## src/rtl/btn_bounce_pkg.sv

```systemverilog
// Shared types and constants for the bouncy button generator.
package btn_bounce_pkg;

    // Per-channel press sequencer states
    typedef enum logic [1:0] {
        ST_IDLE       = 2'd0,
        ST_BOUNCE_IN  = 2'd1,
        ST_HOLD       = 2'd2,
        ST_BOUNCE_OUT = 2'd3
    } bb_state_t;

    // Galois feedback mask for taps 32,22,2,1 (right-shifting form)
    localparam logic [31:0] LFSR_TAPS = 32'h8020_0003;

    // Rotation step between neighbouring channels' views of the LFSR
    localparam int unsigned ROT_STEP = 5;

    function automatic logic [31:0] rotl32(input logic [31:0] v, input int unsigned n);
        logic [63:0] d;
        d = {v, v} << (n % 32);
        return d[63:32];
    endfunction

    // Oscillation count 5, 7, 9 or 11: always odd so the net level flips
    function automatic logic [3:0] osc_count(input logic [1:0] sel);
        return 4'd5 + {1'b0, sel, 1'b0};
    endfunction

endpackage

```

## src/rtl/lfsr32.sv

```systemverilog
// Free-running 32-bit Galois LFSR shared by all button channels.
module lfsr32
    import btn_bounce_pkg::*;
(
    input  logic        clk,
    input  logic        rst,
    input  logic [31:0] seed,
    output logic [31:0] state
);

    logic [31:0] seed_nz;

    // An all-zero seed would lock the register, so it is replaced by 1
    assign seed_nz = (seed == 32'd0) ? 32'd1 : seed;

    // Advance one step every cycle
    always_ff @(posedge clk or posedge rst) begin
        if (rst) state <= seed_nz;
        else     state <= (state >> 1) ^ (state[0] ? LFSR_TAPS : 32'd0);
    end

endmodule

```

## src/rtl/btn_bounce_gen.sv

```systemverilog
// Multi-channel bouncy push-button generator.
//
// state         | meaning
// --------------+------------------------------------------------------
// ST_IDLE       | btn at released level, channel ready for a request
// ST_BOUNCE_IN  | odd number of toggles settling to the pressed level
// ST_HOLD       | btn stable at pressed level for the latched hold count
// ST_BOUNCE_OUT | odd number of toggles settling back to released level
//
// Each toggle starts an oscillation lasting MIN_DLY + random field cycles.
// The last inward toggle lands on HOLD entry, so the pressed level stays
// stable for exactly the hold count; the first outward toggle is HOLD exit.
module btn_bounce_gen
    import btn_bounce_pkg::*;
#(
    parameter int          CHANNELS     = 4,
    parameter logic        ACTIVE_STATE = 1'b1,
    parameter int          DLY_W        = 16,
    parameter int          MIN_DLY      = 1000,
    parameter int          HOLD_W       = 24,
    parameter logic [31:0] SEED         = 32'hACE1_2022,
    localparam int         CH_W         = (CHANNELS > 1) ? $clog2(CHANNELS) : 1
) (
    input  logic                clk,
    input  logic                rst,
    input  logic                req_valid,
    input  logic [CH_W-1:0]     req_chan,
    input  logic [HOLD_W-1:0]   req_hold,
    output logic                req_ready,
    output logic [CHANNELS-1:0] btn,
    output logic [CHANNELS-1:0] busy
);

    localparam int CNT_W = DLY_W + 1 + $clog2(MIN_DLY);
    localparam int RND_W = DLY_W + 2;

    logic [31:0]            lfsr_state;
    logic [HOLD_W-1:0]      hold_load;
    logic [(1<<CH_W)-1:0]   busy_ext;

    lfsr32 u_lfsr (
        .clk   (clk),
        .rst   (rst),
        .seed  (SEED),
        .state (lfsr_state)
    );

    // A zero hold is treated as one cycle; the counter runs hold-1 down to 0
    assign hold_load = (req_hold == '0) ? '0 : req_hold - HOLD_W'(1);

    // Channel numbers beyond CHANNELS read as busy so they are never ready
    always_comb begin
        busy_ext = '1;
        for (int c = 0; c < CHANNELS; c++) busy_ext[c] = busy[c];
    end

    assign req_ready = ~busy_ext[req_chan];

    for (genvar i = 0; i < CHANNELS; i++) begin : g_ch
        bb_state_t         st_q, st_d;
        logic              btn_q, btn_d;
        logic [3:0]        osc_q, osc_d;
        logic [CNT_W-1:0]  dly_q, dly_d;
        logic [HOLD_W-1:0] hold_q, hold_d;
        logic [RND_W-1:0]  rnd;
        logic [3:0]        osc_load;
        logic [CNT_W-1:0]  dly_sum;
        logic [CNT_W-1:0]  dly_load;
        logic              acc;

        assign rnd      = RND_W'(rotl32(lfsr_state, ROT_STEP * i));
        assign osc_load = osc_count(rnd[1:0]) - 4'd1;
        assign dly_sum  = CNT_W'(MIN_DLY) + CNT_W'(rnd[DLY_W+1:2]);
        assign dly_load = (dly_sum == '0) ? '0 : dly_sum - CNT_W'(1);
        assign acc      = req_valid & req_ready & (req_chan == CH_W'(i));

        // Next-state, level and counter updates for this channel
        always_comb begin
            st_d   = st_q;
            btn_d  = btn_q;
            osc_d  = osc_q;
            dly_d  = dly_q;
            hold_d = hold_q;
            unique case (st_q)
                ST_IDLE: begin
                    if (acc) begin
                        st_d   = ST_BOUNCE_IN;
                        btn_d  = ~btn_q;
                        osc_d  = osc_load;
                        dly_d  = dly_load;
                        hold_d = hold_load;
                    end
                end
                ST_BOUNCE_IN: begin
                    if (dly_q != '0) begin
                        dly_d = dly_q - CNT_W'(1);
                    end else begin
                        btn_d = ~btn_q;
                        osc_d = osc_q - 4'd1;
                        dly_d = dly_load;
                        if (osc_q == 4'd1) st_d = ST_HOLD;
                    end
                end
                ST_HOLD: begin
                    if (hold_q != '0) begin
                        hold_d = hold_q - HOLD_W'(1);
                    end else begin
                        st_d  = ST_BOUNCE_OUT;
                        btn_d = ~btn_q;
                        osc_d = osc_load;
                        dly_d = dly_load;
                    end
                end
                ST_BOUNCE_OUT: begin
                    if (dly_q != '0) begin
                        dly_d = dly_q - CNT_W'(1);
                    end else if (osc_q != 4'd0) begin
                        btn_d = ~btn_q;
                        osc_d = osc_q - 4'd1;
                        dly_d = dly_load;
                    end else begin
                        st_d = ST_IDLE;
                    end
                end
                default: st_d = ST_IDLE;
            endcase
        end

        // Channel state register; reset aborts any press in progress
        always_ff @(posedge clk or posedge rst) begin
            if (rst) begin
                st_q   <= ST_IDLE;
                btn_q  <= ~ACTIVE_STATE;
                osc_q  <= '0;
                dly_q  <= '0;
                hold_q <= '0;
            end else begin
                st_q   <= st_d;
                btn_q  <= btn_d;
                osc_q  <= osc_d;
                dly_q  <= dly_d;
                hold_q <= hold_d;
            end
        end

        assign btn[i]  = btn_q;
        assign busy[i] = (st_q != ST_IDLE);
    end

endmodule

```

## config.mk

```make
export PLATFORM = sky130hd
export DESIGN_NAME = btn_bounce_gen
export DESIGN_NICKNAME = d
export VERILOG_FILES = /design/src/rtl/btn_bounce_pkg.sv /design/src/rtl/lfsr32.sv /design/src/rtl/btn_bounce_gen.sv
export SDC_FILE = /design/constraint.sdc
export NUM_CORES = 1
export LEC_CHECK = 0
export BUFFER_PORTS_ARGS = -buffer_cell sky130_fd_sc_hd__buf_2
export CAP_MARGIN = 25
export CORE_UTILIZATION = 32
export DETAILED_ROUTE_END_ITERATION = 8
export GPL_TIMING_DRIVEN = 0
export SYNTH_ARGS = -nofsm -noshare
export SYNTH_HDL_FRONTEND = slang
export SYNTH_SLANG_ARGS = --single-unit
```

## constraint.sdc

```tcl
create_clock -name clk -period 8 [get_ports clk]
set_clock_uncertainty 0.2 [all_clocks]
set_input_delay 0 -clock clk [delete_from_list [all_inputs] [get_ports clk]]
set_output_delay 0 -clock clk [all_outputs]
set_load 0.01 [all_outputs]
```

==> flow_metrics.tcl <==
set metrics [dict create \
    ant_nets 0 \
    synth_edf_count 0 \
    cts_root_buffer "clkbuf_16" \
    switchingPower_mw 1.41 \
    portBuffers 37 \
    drv_slew 0 \
    cp-end-kind "flip-flop" \
    cp.required_ns 8.28 \
    maxCapViolCount 0 \
    start_util_pct 32.6 \
    nNetsFinal 2485 \
    preCtsSetupSlack_ns 3.50 \
    syn_nets 2382 \
    status "finished clean" \
    ys.flop_type "dfrtp_1" \
    die_w_um 243 \
    grt_max_degree 98 \
    drive_above_1_share_pct 8.56 \
    synthArstFlopShare_pct 100 \
    fmax_ghz 0.221 \
    p_seq_share_pct 37.3 \
    swShare_pct 33.6 \
    final_util_pct 37.3 \
    syn_area_mm2 0.0186 \
    arrival_ns 4.80 \
    routedWlPerCell_um 18.2 \
    clock_sinks 264 \
    synthCells 2300 \
    final_area_mm2 0.0212 \
    antenna_found_initial 0 \
    avgSynthCellArea_um2 8.08 \
    ir_worst_vdd_mv 0.125 \
    slowest_delay_ns 0.81 \
    hold_class "input pin to flip-flop" \
    ys_seq_area_share_pct 35.6 \
    numCtsBuffers 34 \
    fin_crit_sh_pct 56.6 \
    dieArea_mm2 0.0590 \
    vias_per_cell 5.75 \
    crit_type "flip-flop to flip-flop" \
    final_cell_mix "dfrtp_1, nand2_1, o21ai_0" \
    setup_violations 0 \
    gr-usage-all-layers_pct 19.3 \
    post-cts-setup-buffer-count 0 \
    nFillCells 5780 \
    final_common_cell "dfrtp_1" \
    worstMarginPinSlew_ns 0.931 \
    htreeDepth 2 \
    worstPathMaxFanout 10 \
    grt_pass1_wl_mm 94.1 \
    crit_buf_inv 3 \
    hold_viol 0 \
    path_clk_slew_ns 0.06 \
    critPathTopFamily "simple AND/OR/NAND/NOR gates" \
    rsz0062_at_grt "false" \
    cts_tree "done" \
    insertion_delay_ns 0.55 \
    io_pins 38 \
    num_vias 18326 \
    crit_path_cell_trace "clkbuf_1, clkbuf_1, inv_1, ha_1, nor2b_1, a31oi_1, mux2_2, nor4b_2, nor4_2, o21ai_0, nand2_1" \
    power_density_mw_per_mm2 197 \
    dr.pass1.iters 6 \
    crit_path_start_kind "flip-flop" \
    drt-initial-drc-count 1900 \
    place_area_mm2 0.0198 \
    dp_hpwl_mm 40.9 \
    clock_path_buffers 3 \
    period_needed_ns 4.53 \
    die_h_um 243 \
    area_growth_pct 14.3 \
    post_cts_resized 0 \
    num_rows 87 \
    drcViolationCount 0 \
    grt_pass1_vias 17286 \
    register_area_mm2 0.00662 \
    slowest_stage "nor4_2" \
    design.core.area_mm2 0.0569 \
    multi_input_area_mm2 0.0111 \
    p_leak_nw 8.39 \
    globalRouteOverflowTotal 0 \
    routed_wl_mm 58.0 \
    synth-seq-cells 264 \
    p_int_mw 2.78 \
    power.share.clock_pct 38.7 \
    pwr-share-comb_pct 24.1 \
    hold_ws_ns 0.0182 \
    final.setup.worst_slack_ns 3.47 \
    relSlewSlack_pct 37.4 \
    ys_types 99 \
    gp_congestion 0.913 \
    yosys_warnings 0 \
    cpMostUsedCell "clkbuf_1" \
]
[path summary, 6_finish.rpt]
check / from / endpoint / slack, ns / cells after the start
max: u_lfsr.state[5]$_DFF_PP1_ / g_ch[1].dly_q[17]$_DFFE_PP0P_ / 3.47 / 11
min: req_chan[1] / g_ch[0].dly_q[26]$_DFFE_PP0P_ / 0.02 / 4
max reg2reg: u_lfsr.state[5]$_DFF_PP1_ / g_ch[1].dly_q[17]$_DFFE_PP0P_ / 3.47 / 11
min reg2reg: u_lfsr.state[9]$_DFF_PP0_ / u_lfsr.state[8]$_DFF_PP0_ / 0.18 / 0
max in group asynchronous: rst / g_ch[2].hold_q[20]$_DFFE_PP0P_ / 6.15 / 5
min in group asynchronous: rst / g_ch[1].dly_q[24]$_DFFE_PP0P_ / 0.53 / 4
[cells by family after synthesis]
group                    share of synthesized area, %
buffers and inverters                            4.58
multiplexers                                     1.25
XOR/XNOR                                         5.00
AO/OA/AOI/OAI                                    24.1
adder cells (fa/ha/maj)                          3.57
flip-flops                                       35.6
AND/OR/NAND/NOR                                  25.9
[Yosys cell counts, types with 13 or more instances]
library cell | instances | area [µm²]
nand2b_1 | 24 | 150
or2_2 | 18 | 113
o22ai_1 | 42 | 263
nand4_1 | 20 | 125
nor2_1 | 212 | 796
o211ai_1 | 13 | 97.6
nand3_1 | 67 | 335
nor4_1 | 50 | 313
mux2i_1 | 13 | 130
o21ai_0 | 221 | 1110
xor2_1 | 26 | 228
nand2_1 | 239 | 897
and3_1 | 25 | 156
buf_2 | 17 | 85.1
clkbuf_1 | 86 | 323
a22oi_1 | 17 | 128
xnor2_1 | 80 | 701
a21oi_1 | 201 | 1010
o221ai_1 | 14 | 123
or3_1 | 47 | 294
or4_1 | 16 | 120
a31oi_1 | 26 | 163
o31ai_1 | 14 | 105
nor3_1 | 117 | 586
a22o_1 | 14 | 123
ha_1 | 53 | 663
inv_1 | 84 | 315
dfrtp_1 | 253 | 6330
[routing by layer]
metal	share of wire [%]	vias up	global-route usage (%)
li1	-	8671	-
met1	46	8850	27.1
met2	44	687	29.6
met3	6.8	118	3.08
met4	3.2	0	7.45
met5	0	-	0
[worst min-delay path, delay by kind of cell]
kind | cells | cell delay (ns)
compound gates | 3 | 0.59
buf+inv | 1 | 0.13
[per-stage QoR]
stage / power, mW / cells / TNS, ns
3_3_place_gp: 2.53 / 3093 / -761.11
4_1_cts: 4.22 / 3184 / 0
6_report: 4.19 / 3186 / 0
2_1_floorplan: 2.24 / 2300 / 0
5_1_grt: 4.40 / 3185 / 0
3_5_place_dp: 2.57 / 3095 / 0
[power by group through the flow]
stage,clock (mW),combinational [mW],sequential [mW]
final,1.62,1.01,1.56
after floorplan,0,0.694,1.55
after detailed placement,0,0.988,1.58
after CTS,1.66,1.00,1.56
after global placement,0,0.956,1.58
after global routing,1.71,1.12,1.58
[flip-flops by register name (all words and copies together) (netlist names)]
signal / flops
g_ch.btn_q: 4
g_ch.st_q: 8
u_lfsr.state: 32
g_ch.dly_q: 108
g_ch.hold_q: 96
g_ch.osc_q: 16
[cell type report]
| cell class | instances | share of cell area, % |
|---|---|---|
| inverters | 85 | 1.54 |
| clock inverters | 6 | 0.289 |
| diodes | 1 | 0.0118 |
| repair buffers | 67 | 2.44 |
| multi-input cells | 1829 | 52.3 |
| clock buffers | 56 | 5.31 |
| well taps | 756 | 4.45 |
| flip-flops and latches | 264 | 31.2 |
| plain buffers | 122 | 2.50 |
[timing repair]
| item | CTS | global route |
|---|---|---|
| hold buffers | 27 | 0 |
| endpoints found under the setup margin | 0 | 0 |
| hold endpoints to repair | 304 | 0 |
(Power assumes the default switching activity.)
